File: src/rtl/ctrl_seq.sv
// 8085 machine-cycle / T-state sequencer.
// Drives bus strobes and register-block enables from mcyc/tstate and chk_i.
module ctrl_seq #(
  parameter int IENBSIZE = 9,
  parameter int INSTSIZE = 19
) (
  input  logic                clk,
  input  logic                rst_,
  input  logic [INSTSIZE-1:0] chk_i,
  input  logic                ready,
  output logic [IENBSIZE-1:0] ienb,
  output logic                ale,
  output logic                rd_,
  output logic                wr_,
  output logic                io_m,
  output logic                s1,
  output logic                s0,
  output logic [2:0]          mcyc,
  output logic [2:0]          tstate,
  output logic                halted
);

  typedef enum logic [2:0] {
    T1   = 3'd0,
    T2   = 3'd1,
    T3   = 3'd2,
    T4   = 3'd3,
    T5   = 3'd4,
    T6   = 3'd5,
    TW   = 3'd6,
    THLT = 3'd7
  } tstate_t;

  localparam int RRD  = 0;
  localparam int RWR  = 1;
  localparam int COD  = 2;
  localparam int EXT  = 3;
  localparam int PC_  = 4;
  localparam int PD_  = 5;
  localparam int NXT  = 6;
  localparam int ALEB = 7;
  localparam int RD3  = 8;

  tstate_t    r_ts;
  tstate_t    w_ts_nxt;
  logic [2:0] r_mc;
  logic [2:0] w_mc_nxt;

  logic       w_go6;
  logic       w_dad;
  logic       w_hlt;
  logic       w_dio;
  logic [3:0] w_cyc;
  logic [3:0] w_rw;
  logic [3:0] w_cd;
  logic [1:0] w_k;
  logic       w_rw_k;
  logic       w_cd_k;
  logic       w_idle;
  logic       w_more;
  logic       w_unused;

  assign w_go6    = chk_i[0];
  assign w_dad    = chk_i[1];
  assign w_hlt    = chk_i[2];
  assign w_dio    = chk_i[3];
  assign w_cyc    = chk_i[7:4];
  assign w_rw     = chk_i[11:8];
  assign w_cd     = chk_i[15:12];
  assign w_unused = ^chk_i[INSTSIZE-1:16];

  // Mk (k=2..5) uses bit k-2 of the RW/CD/CYC fields.
  assign w_k    = r_mc[1:0] - 2'd1;
  assign w_rw_k = w_rw[w_k];
  assign w_cd_k = w_cd[w_k];
  assign w_idle = w_dad && (r_mc == 3'd1 || r_mc == 3'd2);
  assign w_more = (r_mc != 3'd4) && w_cyc[r_mc[1:0]];

  always_ff @(posedge clk or posedge rst_) begin
    if (rst_) begin
      r_ts <= T1;
      r_mc <= 3'd0;
    end else begin
      r_ts <= w_ts_nxt;
      r_mc <= w_mc_nxt;
    end
  end

  always_comb begin
    w_ts_nxt = r_ts;
    w_mc_nxt = r_mc;
    unique case (r_ts)
      T1: w_ts_nxt = T2;
      T2: w_ts_nxt = (!ready && !w_idle) ? TW : T3;
      TW: if (ready) w_ts_nxt = T3;
      T3: begin
        if (r_mc == 3'd0) begin
          w_ts_nxt = T4;
        end else if (w_more) begin
          w_mc_nxt = r_mc + 3'd1;
          w_ts_nxt = T1;
        end else begin
          w_mc_nxt = 3'd0;
          w_ts_nxt = w_hlt ? THLT : T1;
        end
      end
      T4: begin
        if (w_go6) begin
          w_ts_nxt = T5;
        end else if (w_cyc != 4'd0) begin
          w_mc_nxt = 3'd1;
          w_ts_nxt = T1;
        end else begin
          w_ts_nxt = w_hlt ? THLT : T1;
        end
      end
      T5: w_ts_nxt = T6;
      T6: begin
        w_ts_nxt = T1;
        w_mc_nxt = w_cyc[0] ? 3'd1 : 3'd0;
      end
      THLT: begin
        w_ts_nxt = THLT;
        w_mc_nxt = 3'd0;
      end
      default: w_ts_nxt = T1;
    endcase
  end

  always_comb begin
    ienb   = '0;
    ale    = 1'b0;
    rd_    = 1'b1;
    wr_    = 1'b1;
    io_m   = 1'b0;
    s1     = 1'b0;
    s0     = 1'b0;
    halted = 1'b0;
    if (r_ts == THLT) begin
      halted = 1'b1;
    end else if (r_mc == 3'd0) begin
      {s1, s0} = 2'b11;
      unique case (r_ts)
        T1: begin
          ale        = 1'b1;
          ienb[ALEB] = 1'b1;
        end
        T2, TW: rd_ = 1'b0;
        T3: begin
          rd_       = 1'b0;
          ienb[COD] = 1'b1;
          ienb[PC_] = 1'b1;
          ienb[RD3] = 1'b1;
        end
        T4: begin
          ienb[RRD] = 1'b1;
          ienb[RWR] = !w_go6 && (w_cyc == 4'd0);
        end
        T5: ienb[EXT] = 1'b1;
        T6: begin
          ienb[EXT] = 1'b1;
          ienb[RWR] = 1'b1;
        end
        default: ;
      endcase
    end else begin
      ienb[NXT] = !r_mc[0];
      io_m      = (r_mc == 3'd2) && w_dio;
      if (w_idle) begin
        ienb[RWR] = (r_ts == T3);
      end else begin
        ienb[PD_] = w_cd_k;
        {s1, s0}  = w_rw_k ? 2'b01 : 2'b10;
        unique case (r_ts)
          T1: begin
            ale        = 1'b1;
            ienb[ALEB] = 1'b1;
          end
          T2, TW: begin
            rd_       = w_rw_k;
            wr_       = !w_rw_k;
            ienb[RRD] = w_rw_k;
          end
          T3: begin
            rd_       = w_rw_k;
            wr_       = !w_rw_k;
            ienb[RRD] = w_rw_k;
            ienb[RWR] = !w_rw_k;
            ienb[PC_] = !w_rw_k && !w_cd_k;
            ienb[RD3] = 1'b1;
          end
          default: ;
        endcase
      end
    end
  end

  assign mcyc   = r_mc;
  assign tstate = r_ts;

endmodule

File: config.mk
export PLATFORM = sky130hd
export DESIGN_NAME = ctrl_seq
export DESIGN_NICKNAME = d
export VERILOG_FILES = /design/src/rtl/ctrl_seq.sv
export SDC_FILE = /design/constraint.sdc
export NUM_CORES = 1
export LEC_CHECK = 0
export ABC_AREA = 0
export ABC_CLOCK_PERIOD_IN_PS = 3700
export CAP_MARGIN = 20
export CORE_AREA = 4 4 56 58
export CTS_CLUSTER_DIAMETER = 30
export CTS_CLUSTER_SIZE = 40
export DETAILED_ROUTE_END_ITERATION = 10
export DIE_AREA = 0 0 60 62
export PLACE_DENSITY = 0.66
export SKIP_CTS_REPAIR_TIMING = 1
export SLEW_MARGIN = 40
export SYNTH_ARGS = -nofsm -noshare
export SYNTH_HDL_FRONTEND = slang
export SYNTH_SLANG_ARGS = --single-unit
File: constraint.sdc
create_clock -name clk -period 3.7 [get_ports clk]
set_input_delay 0.74 -clock clk [delete_from_list [all_inputs] [get_ports clk]]
set_output_delay 0.74 -clock clk [all_outputs]
set_load 0.01 [all_outputs]
==> impl_results.md, run 1 <==
* Cell area after synthesis at 773 um2
* Top cell type by total area after synthesis: dfrtp_1
* Place WS at 343 ps
* Total track usage at 0.132
* Area contributors post-synth: dfrtp_1, ha_1, mux4_2
* Syn avg cell area at 8.31 um2
* Core region area at 2660 um2
* Iteration-0 DRC Markers at 24
* CP Class: reg -> out
* Syn_nets at approximately 120
* First-pass GRT wire length at 3740 um
* I/O Buffers at 40
* Reg-to-reg slack, setup at approximately 1600 ps
* Routed Wire Length at 2390 um
* Routed len/inst at between 10 and 15 um
* CP Launch Type: register
* Post-DP Area at ~1200 um2
* CP Data Arrival Time at 2620 ps
* Reg2Reg Depth at 6
* Placement row count at 19
* Via density at between 5 and 6
* Clock Skew at 4.95 ps
* Met1 Use GR at 0.184
* Crit path max fanout at 9
* Met2 GRT Util at 0.208
* Antenna viol nets, final at 0
* Commonest non-fill, non-tap cell in the layout: clkdlybuf4s50_1
* Power Total at 1.00 mW
* CTS sink cnt at 6
* Final setup viols at 0
* Setup crit end: ienb[4]
* Final worst slack at 340 ps
* Leak Pwr at approximately 0.47 nW
* Ports at 44
* Post-DP HPWL at 1950 um
* Die width at about 60 um
* Status: complete, no violations
* CTS max path bufs at 2
* FF+latch count, synth at 6
* Ys flop type: dfrtp_1
* GRT Max-Usage Layer: met2
* Layout Area Growth over Synthesis at 57.1%
* Cell count of the worst hold path at 1
* Diodes inserted at 0
* Setup_tns at 0 ps
* Final Cycle Share at 0.908
* Post-Layout Cell Count at 162
* RD Place Congestion at about 0.78
* WP data required at just under 3000 ps
* Via count at about 860
* Gr ovfl total at 0
* Final Hold Vio Count at 0
* TritonCTS clock tree: built
* PD cells at slightly above 800 nW/um2
* Starting Density at 0.290
* Fillers at 277
* Layout cell share with drive strength beyond 1 at 0.115
* Post-synth EDFFs at 0
* CTS H-tree lvls at 1
* Clock transition at path regs at 50 ps
* Root Driver: clkbuf_4
* Nets at 159
* Vias in the first global route at 858
* FF-to-FF End: mcyc[1]
* Worst skew pair latency at 250 ps
* Worst Tran Pin Value at 535 ps
* Most frequent cells in the layout: clkdlybuf4s50_1, nor2_1, nand2_1, dfrtp_1
* Sequential area share after synthesis at 0.194
* Final Slew Violations at 0
* CP Launch Point: mcyc[0]
* Hold_sp: mcyc[2]
* Worst r2r src: mcyc[0]
* Die Y at between 60 and 70 um
* Peak supply drop at 0.000517 V
* Share of the synthesized area in the top cell type at 0.194
* Final Util at 0.456
* Slew margin rel. at 0.642
* Yosys warning count at 0
* RSZ-0062 raised after global routing: false
* DRC Markers at 0
* Die Area at 3720 um2
* Placed cells at between 150 and 200
* Initial DRT Pass Iterations at 4
* CP endpoint kind: output pin
* Share of synthesized flip-flops with an asynchronous set or reset at 1.00
* Routing usage on met3 at 0.0207
* FMAX at 298 MHz
* Hold Slack at 619 ps
* Initial antenna violation count at 0
* Num CTS Buffers at 3
* Synth Instances at 93
* Worst hold path class: reg -> reg
* Final non-filler cell area at 1210 um2
* Total of max-cap violations at 0
* Unique masters post-synth at 41
* Largest net degree at the start of global routing at 17
* Min Tclk post-route at approximately 3400 ps
==> critical path: stages, from the launching register on <==
cell and delay [ps]:
dfrtp_1 540, inv_1 140, ha_1 370, mux4_2 340, o21a_1 220, a211oi_2 190, clkdlybuf4s50_1 570
==> power breakdown <==
group / leakage [nW] / total [mW] / internal, mW / switching [mW]
combinational: 0.385 / 0.759 / 0.401 / 0.358
sequential: 0.0760 / 0.184 / 0.0937 / 0.0904
clock: 0.0138 / 0.0614 / 0.0368 / 0.0246
total: 0.475 / 1.00 / 0.531 / 0.473
==> flip-flops by register name, summed over array words and instances (netlist names) <==
name,cells
tstate,3
mcyc,3
==> area by class of cell <==
type / instances / area [um2] / area share
inverters: 5 / 18.8 / 0.0154
repair buffers: 41 / 408 / 0.336
clock buffers: 3 / 22.5 / 0.0185
flip-flops and latches: 6 / 150 / 0.124
well taps: 31 / 38.8 / 0.0319
multi-input cells: 76 / 577 / 0.475
==> worst min-delay path by stage <==
stage          slack, ps      end
6_report             620  mcyc[2]
3_3_place_gp         600  mcyc[2]
5_1_grt              680  mcyc[2]
4_1_cts              620  mcyc[2]
2_1_floorplan        530  mcyc[0]
3_5_place_dp         610  mcyc[2]
==> synthesized netlist by cell type (3+ instances only) <==
cell      number
o21ai_0        4
nor2b_1        3
ha_1           4
mux2i_1        3
nor2_1        12
inv_1          5
dfrtp_1        6
nand2_1        9
nand2b_1       5
clkbuf_1       4
==> routing by layer <==
metal | wire length [um] | vias to the layer above
li1 | - | 422
met2 | 1170 | 29
met4 | 0 | 0
met1 | 1070 | 411
met3 | 149 | 0
met5 | 0 | -
==> logic make-up after synthesis <==
| kind of cell | after synthesis | share of synthesized area |
|---|---|---|
| simple gates | 45 | 0.327 |
| compound gates | 20 | 0.209 |
| buf+inv | 11 | 0.0599 |
| mux | 7 | 0.146 |
| flops | 6 | 0.194 |
| fa+ha+maj | 4 | 0.0647 |
No activity file was read; power rests on OpenSTA's default activity.
==> run 2, diff against run 1 <==
Settings changed: CAP_MARGIN 20 to not set, CTS_CLUSTER_SIZE 40 to 30.
==> results of run 2 <==
Final layout, timing and power as in run 1 (identical DEF).
==> run 3, diff against run 2 <==
Settings changed: CORE_AREA 4 4 56 58 to 2 2 54 56, DIE_AREA 0 0 60 62 to 0 0 56 58, TNS_END_PERCENT set to 20.
==> impl_results.md, run 3 (synthesis results as in run 1) <==
* DRC Markers at 0 (unchanged)
* Slew margin rel. at 0.639 (was 0.642)
* First-pass GRT wire length at 3760 um (was 3740 um)
* Peak supply drop at 0.000524 V (was 0.000517 V)
* TritonCTS clock tree: built (unchanged)
* Worst Tran Pin Value at 541 ps (was 535 ps)
* Routed Wire Length at 2230 um (was 2390 um)
* Routed len/inst at 13.7 um (was 14.8 um)
* Crit path max fanout at 9 (unchanged)
* Initial DRT Pass Iterations at 4 (unchanged)
* Hold Slack at 627 ps (was 619 ps)
* Die Y at 58 um (was 62 um)
* Clock Skew at 1.50 ps (was 4.95 ps)
* Ports at 44 (unchanged)
* I/O Buffers at 40 (unchanged)
* Min Tclk post-route at 3390 ps (was 3360 ps)
* Final Slew Violations at 0 (unchanged)
* Final setup viols at 0 (unchanged)
* CTS sink cnt at 6 (unchanged)
* Antenna viol nets, final at 0 (unchanged)
* Reg2Reg Depth at 6 (unchanged)
* Final Cycle Share at 0.916 (was 0.908)
* CTS H-tree lvls at 1 (unchanged)
* CP Data Arrival Time at 2650 ps (was 2620 ps)
* Final non-filler cell area at 1210 um2 (unchanged)
* Nets at 159 (unchanged)
* CP endpoint kind: output pin (unchanged)
* Commonest non-fill, non-tap cell in the layout: clkdlybuf4s50_1 (unchanged)
* FMAX at 295 MHz (was 298 MHz)
* Layout cell share with drive strength beyond 1 at 0.115 (unchanged)
* CP Launch Point: mcyc[0] (unchanged)
* Die width at 56 um (was 60 um)
* Status: complete, no violations (unchanged)
* Worst skew pair latency at 250 ps (about the same)
* Core region area at 2660 um2 (unchanged)
* Num CTS Buffers at 3 (unchanged)
* Total of max-cap violations at 0 (unchanged)
* Initial antenna violation count at 0 (unchanged)
* Power Total at 0.998 mW (was 1.00 mW)
* Root Driver: clkbuf_4 (unchanged)
* Gr ovfl total at 0 (unchanged)
* Most frequent cells in the layout: clkdlybuf4s50_1, nor2_1, nand2_1, dfrtp_1 (unchanged)
* Total track usage at 0.146 (was 0.132)
* Post-DP Area at 1190 um2 (unchanged)
* Setup_tns at 0 ps (unchanged)
* Post-Layout Cell Count at 162 (unchanged)
* Via count at 855 (was 862)
* Placed cells at 159 (unchanged)
* Setup crit end: ienb[4] (unchanged)
* Largest net degree at the start of global routing at 17 (unchanged)
* Final Hold Vio Count at 0 (unchanged)
* Clock transition at path regs at 40 ps (was 50 ps)
* Worst r2r src: mcyc[0] (unchanged)
* Diodes inserted at 0 (unchanged)
* PD cells at 822 nW/um2 (was 827 nW/um2)
* CP Class: reg -> out (unchanged)
* Iteration-0 DRC Markers at 10 (was 24)
* Layout Area Growth over Synthesis at 57.1% (unchanged)
* RD Place Congestion at 0.831 (was 0.780)
* Placement row count at 19 (unchanged)
* RSZ-0062 raised after global routing: false (unchanged)
* Place WS at 325 ps (was 343 ps)
* FF-to-FF End: mcyc[1] (unchanged)
* Final worst slack at 312 ps (was 340 ps)
* Worst hold path class: reg -> reg (unchanged)
* Reg-to-reg slack, setup at 1650 ps (was 1630 ps)
* Final Util at 0.456 (unchanged)
* Vias in the first global route at 847 (was 858)
* Via density at 5.28 (was 5.32)
* Post-DP HPWL at 1840 um (was 1950 um)
* CTS max path bufs at 2 (unchanged)
* CP Launch Type: register (unchanged)
* Fillers at 283 (was 277)
* Starting Density at 0.290 (unchanged)
* Leak Pwr at 0.475 nW (unchanged)
* Die Area at 3250 um2 (was 3720 um2)
* WP data required at 2960 ps (about the same)
==> run 3: area by class of cell <==
type | instances | area (um2) | share of cell area
flip-flops and latches | 6 | 150 | 0.124
inverters | 5 | 18.8 | 0.0154
multi-input cells | 76 | 577 | 0.475
clock buffers | 3 | 22.5 | 0.0185
repair buffers | 41 | 408 | 0.336
well taps | 31 | 38.8 | 0.0319
==> run 3: how the worst min path moves through the flow <==
stage,from,endpoint,slack [ps],cells past startpoint
after floorplan,rst_,mcyc[0],530,1
after CTS,mcyc[2],mcyc[2],640,1
final,mcyc[2],mcyc[2],630,1
after global placement,mcyc[2],mcyc[2],600,1
after detailed placement,mcyc[2],mcyc[2],630,1
after global routing,mcyc[2],mcyc[2],690,1
==> run 3: routing by layer <==
metal,part of all wire,track usage,vias up,wire [um]
li1,-,-,424,-
met1,0.45,0.184,402,1010
met4,0.010,0.0612,0,23
met5,0,0,-,0
met2,0.49,0.245,25,1090
met3,0.049,0.0290,4,110
==> run 3: critical path, stage by stage (launching register included) <==
cell and delay (ps):
dfrtp_1 550, inv_1 140, ha_1 380, mux4_2 340, o21a_1 220, a211oi_2 190
clkdlybuf4s50_1 570
==> run 3: report_power, final <==
group	switching (mW)	internal (mW)	leakage (nW)	total (mW)
Clock	0.0247	0.0368	0.0138	0.0615
Combinational	0.350	0.401	0.385	0.751
Sequential	0.0926	0.0937	0.0760	0.186
